--- config.mk ---
export PLATFORM = sky130hd
export DESIGN_NAME = lutram_fifo_ctrl
export DESIGN_NICKNAME = d
export VERILOG_FILES = /design/src/rtl/lutram_fifo_ctrl.sv
export SDC_FILE = /design/constraint.sdc
export NUM_CORES = 1
export LEC_CHECK = 0
export CORE_UTILIZATION = 43
export CTS_CLUSTER_DIAMETER = 50
export DETAILED_ROUTE_END_ITERATION = 7
export PLACE_DENSITY = 0.78
export SKIP_LAST_GASP = 1
export SYNTH_ARGS = -nofsm -noshare
export SYNTH_HDL_FRONTEND = slang
export SYNTH_SLANG_ARGS = --single-unit
--- constraint.sdc ---
create_clock -name WCLK -period 3.06 [get_ports WCLK]
set_input_delay 0.612 -clock WCLK [delete_from_list [all_inputs] [get_ports WCLK]]
set_output_delay 0.612 -clock WCLK [all_outputs]
set_load 0.01 [all_outputs]
--- src/rtl/lutram_fifo_ctrl.sv ---
// lutram_fifo_ctrl
//   Synchronous FIFO controller in front of one RAM32M used as 32x6 storage.
//   Ports A/B/C share the read address (rd_ptr) and return the three 2-bit
//   slices of a word; port D is the write address and carries no data.
//   A one-entry registered output stage sits after the RAM, giving a total
//   capacity of 33 entries.
//
// Ports
//   WCLK, RSTN           clock, asynchronous active-low reset
//   flush                synchronous clear of pointers, counts and output stage
//   s_valid/s_ready/s_data   upstream stream (s_ready registered)
//   m_valid/m_ready/m_data   downstream stream (all outputs registered)
//   count, almost_full   occupancy 0..33 and count >= AFULL_THRESH
//   ADDRA..ADDRD, DIA..DID, WE   RAM32M address/data/write-enable
//   DOA, DOB, DOC        asynchronous RAM read data at rd_ptr
module lutram_fifo_ctrl #(
  parameter int unsigned AFULL_THRESH = 28
) (
  input  logic       WCLK,
  input  logic       RSTN,
  input  logic       flush,
  input  logic       s_valid,
  output logic       s_ready,
  input  logic [5:0] s_data,
  output logic       m_valid,
  input  logic       m_ready,
  output logic [5:0] m_data,
  output logic [5:0] count,
  output logic       almost_full,
  output logic [4:0] ADDRA,
  output logic [4:0] ADDRB,
  output logic [4:0] ADDRC,
  output logic [4:0] ADDRD,
  output logic [1:0] DIA,
  output logic [1:0] DIB,
  output logic [1:0] DIC,
  output logic [1:0] DID,
  output logic       WE,
  input  logic [1:0] DOA,
  input  logic [1:0] DOB,
  input  logic [1:0] DOC
);

  localparam logic [5:0] AF_TH = 6'(AFULL_THRESH);

  // Output stage: EMPTY means m_valid=0, FULL means m_data holds a word.
  typedef enum logic {OUT_EMPTY = 1'b0, OUT_FULL = 1'b1} out_state_e;

  out_state_e state_q, state_d;
  logic [4:0] wr_ptr_q, wr_ptr_d;
  logic [4:0] rd_ptr_q, rd_ptr_d;
  logic [5:0] ram_cnt_q, ram_cnt_d;
  logic [5:0] m_data_q, m_data_d;
  logic       s_ready_q, s_ready_d;
  logic       we, load;

  // s_ready is a registered flag, so a full RAM never accepts a write in the
  // same cycle as a load frees a slot; this keeps wr_ptr off rd_ptr.
  assign we   = s_valid & s_ready_q & ~flush;
  // A load needs a written RAM entry; a same-edge write is not bypassed.
  assign load = ~flush & (ram_cnt_q != 6'd0) & ((state_q == OUT_EMPTY) | m_ready);

  always_comb begin
    state_d   = state_q;
    wr_ptr_d  = wr_ptr_q;
    rd_ptr_d  = rd_ptr_q;
    ram_cnt_d = ram_cnt_q;
    m_data_d  = m_data_q;
    s_ready_d = s_ready_q;
    if (flush) begin
      state_d   = OUT_EMPTY;
      wr_ptr_d  = 5'd0;
      rd_ptr_d  = 5'd0;
      ram_cnt_d = 6'd0;
      s_ready_d = 1'b1;
    end else begin
      if (we) wr_ptr_d = wr_ptr_q + 5'd1;
      if (load) begin
        rd_ptr_d = rd_ptr_q + 5'd1;
        m_data_d = {DOC, DOB, DOA};
        state_d  = OUT_FULL;
      end else if ((state_q == OUT_FULL) && m_ready) begin
        // Drained with nothing behind it; m_data keeps its last value.
        state_d = OUT_EMPTY;
      end
      ram_cnt_d = ram_cnt_q + {5'd0, we} - {5'd0, load};
      s_ready_d = (ram_cnt_d < 6'd32);
    end
  end

  always_ff @(posedge WCLK or negedge RSTN) begin
    if (!RSTN) begin
      state_q   <= OUT_EMPTY;
      wr_ptr_q  <= 5'd0;
      rd_ptr_q  <= 5'd0;
      ram_cnt_q <= 6'd0;
      m_data_q  <= 6'h00;
      s_ready_q <= 1'b0;
    end else begin
      state_q   <= state_d;
      wr_ptr_q  <= wr_ptr_d;
      rd_ptr_q  <= rd_ptr_d;
      ram_cnt_q <= ram_cnt_d;
      m_data_q  <= m_data_d;
      s_ready_q <= s_ready_d;
    end
  end

  assign s_ready     = s_ready_q;
  assign m_valid     = (state_q == OUT_FULL);
  assign m_data      = m_data_q;
  assign count       = ram_cnt_q + {5'd0, m_valid};
  assign almost_full = (count >= AF_TH);

  assign ADDRA = rd_ptr_q;
  assign ADDRB = rd_ptr_q;
  assign ADDRC = rd_ptr_q;
  assign ADDRD = wr_ptr_q;
  assign DIA   = s_data[1:0];
  assign DIB   = s_data[3:2];
  assign DIC   = s_data[5:4];
  assign DID   = 2'b00;
  assign WE    = we;

endmodule
==> flow_summary.json, run 1 <==
{
  "crit_type": "reg2out",
  "finalCritPeriodShare_pct": 92.63,
  "hold_viol": 0,
  "root_buffer": "clkbuf_4",
  "synthTopCellsByArea": "dfrtp_1 39%, ha_1 12%, buf_4 8.7%",
  "cp-start-kind": "flip-flop",
  "htree_levels": 1,
  "synthesis.area_um2": 1553,
  "clk_pin_slew_ps": 140,
  "clk_path_buf_depth": 2,
  "yosys_warnings": 0,
  "clock_latency_ps": 330,
  "p_leak_nw": 0.8618,
  "wire_per_inst_um": 14.13,
  "viasPerCell": 5.294,
  "numCtsBuffers": 3,
  "postRouteAntennaNets": 0,
  "synth.most_common_cell": "dfrtp_1",
  "tns_ps": 0,
  "hpwl_um": 2531,
  "grt_max_degree": 25,
  "maxCapViolCount": 0,
  "antenna_found_initial": 0,
  "drive_above_1_share_pct": 11.35,
  "arrival_ps": 2220,
  "synth.distinct_cells": 35,
  "area_delta_synth_final_pct": 28.77,
  "end_kind": "output port",
  "synth_top_cell_area_share_pct": 38.68,
  "synthCells": 152,
  "finalMaxSlewViolations": 0,
  "tritoncts": "built",
  "hold_buffers": 0,
  "fp.dieArea_um2": 3855,
  "outcome": "finished, final reports clean",
  "preCtsSetupSlack_ps": 160.3,
  "post_cts_resized": 0,
  "finish.instance_area_um2": 1999,
  "crit_required_ps": 2450,
  "initial_core_util_pct": 45.81,
  "drtIter0Drc": 50,
  "cts.sinks": 24,
  "wirelength_um": 3265,
  "hold_class": "reg2reg",
  "drcViolationCount": 0,
  "power-per-cell-area_nw_per_um2": 908.3,
  "rsz0062_at_grt": "no",
  "clock.fmax_mhz": 352.8,
  "yosys-top-cells-count": "24 x dfrtp_1, 18 x buf_4, 15 x ha_1, 10 x a21oi_1",
  "fin_crit_ps": 2835,
  "grt_pass1_wl_um": 5140,
  "final_net_count": 219,
  "grt_pass1_vias": 1155,
  "port_buffers": 46,
  "synth_edf_count": 0,
  "ir_drop_mv": 0.4635,
  "async_flop_share_pct": 100.0,
  "setup_viol": 0,
  "fin_util_pct": 58.99,
  "diodes": 0,
  "synth-seq-cells": 24,
  "synth_top_area_cell": "dfrtp_1",
  "rows": 21,
  "post-cts-setup-buffer-count": 0,
  "skew_ps": 3.876,
  "boundaryPins": 61,
  "gp_congestion": 0.8732,
  "worst_slack_ps": 225.4,
  "fp.coreArea_um2": 3390,
  "place_area_um2": 1947,
  "hold_ws_ps": 522.0,
  "avgSynthCellArea_um2": 10.22,
  "grt.total_usage_pct": 18.52,
  "synthFlopType": "dfrtp_1",
  "die_y_um": 62.09,
  "first_pass_iters": 4,
  "path_max_fanout": 4,
  "vias": 1223,
  "nFillCells": 281,
  "overflow": 0,
  "die_w_um": 62.09,
  "ys_seq_area_share_pct": 38.68
}
state kept, by name, indices dropped and copies added (netlist names):
signal     count
s_ready        1
ADDRD          5
ram_cnt_q      6
m_valid        1
ADDRA          5
m_data         6
metrics by stage:
stage,total power [mW],instances
final,1.816,231
after global routing,1.956,231
after CTS,1.824,231
after detailed placement,1.584,227
after global placement,1.515,227
after floorplan,1.181,153
critical path, stage by stage, from the launching register on:
cell	delay [ps]
dfrtp_1	450
ha_1	260
ha_1	220
nand2_1	80
xnor2_1	140
a31o_2	190
clkdlybuf4s50_1	560
cell usage in the layout (no fill, tap or decap), drive strengths merged, types with 4 or more instances in the layout:
cell type and count:
a21oi 10, buf 4, clkdlybuf4s50 46, dfrtp 24
ha 15, inv 9, mux2 9, nand2 7
nand3 5, nor2 7, nor2b 6, o21ai 4
or3 4, xnor2 4
kinds of logic (layout without fill, tap and decap cells):
logic type | Yosys count | after routing | synth area share (%)
AND/OR/NAND/NOR | 41 | 41 | 15.80
multiplexers | 9 | 9 | 6.527
XOR/XNOR | 7 | 7 | 3.949
flip-flops | 24 | 24 | 38.68
other | 1 | 2 | 0.2415
buffers and inverters | 31 | 63 | 12.33
AO/OA/AOI/OAI | 23 | 23 | 9.106
adder cells (fa/ha/maj) | 16 | 16 | 13.38
power by group:
part | internal [mW] | leakage (nW) | switching (mW)
registers | 0.423 | 0.307 | 0.106
logic | 0.581 | 0.527 | 0.467
clock network | 0.133 | 0.0279 | 0.106
final timing paths:
| check | slack, ps | start | depth (start not counted) | to |
|---|---|---|---|---|
| worst max-delay path | 230 | m_valid | 6 | almost_full |
| worst min-delay path | 520 | m_data[2] | 1 | m_data[2] |
| worst max register to register | 400 | ram_cnt_q[3] | 11 | ram_cnt_q[4] |
| worst min register to register | 520 | m_data[2] | 1 | m_data[2] |
| max in group asynchronous | 2200 | RSTN | 2 | ADDRA[2] |
| min in group asynchronous | 620 | RSTN | 2 | ADDRA[1] |
layout make-up:
type / count / area [µm²] / share of cell area (%)
multi-input cells: 98 / 764.5 / 38.24
flip-flops and latches: 24 / 600.6 / 30.04
clock inverters: 1 / 30.03 / 1.502
repair buffers: 50 / 490.5 / 24.53
inverters: 9 / 33.78 / 1.690
clock buffers: 3 / 22.52 / 1.126
well taps: 46 / 57.56 / 2.879
layer usage:
| layer | wire length, µm | GRT usage (%) |
|---|---|---|
| met2 | 1770 | 32.83 |
| met3 | 148 | 2.692 |
| met4 | 91 | 11.43 |
| met5 | 0 | 0 |
| met1 | 1254 | 20.81 |
(Power assumes the default switching activity.)
==> run 2: changes to the inputs <==
--- a/config.mk
+++ b/config.mk
@@ -8,6 +8,7 @@
 export CORE_UTILIZATION = 43
 export CTS_CLUSTER_DIAMETER = 50
 export DETAILED_ROUTE_END_ITERATION = 7
+export HOLD_SLACK_MARGIN = 0.03
 export PLACE_DENSITY = 0.78
 export SKIP_LAST_GASP = 1
 export SYNTH_ARGS = -nofsm -noshare
==> results of run 2 <==
The final DEF is identical to that of run 1; final timing and power are the same.
==> run 3: changes to the inputs <==
--- a/config.mk
+++ b/config.mk
@@ -10,6 +10,7 @@
 export DETAILED_ROUTE_END_ITERATION = 7
 export HOLD_SLACK_MARGIN = 0.03
 export PLACE_DENSITY = 0.78
+export SETUP_SLACK_MARGIN = 0.05
 export SKIP_LAST_GASP = 1
 export SYNTH_ARGS = -nofsm -noshare
 export SYNTH_HDL_FRONTEND = slang
==> results of run 3 <==
The final DEF is identical to that of run 1; final timing and power are the same.
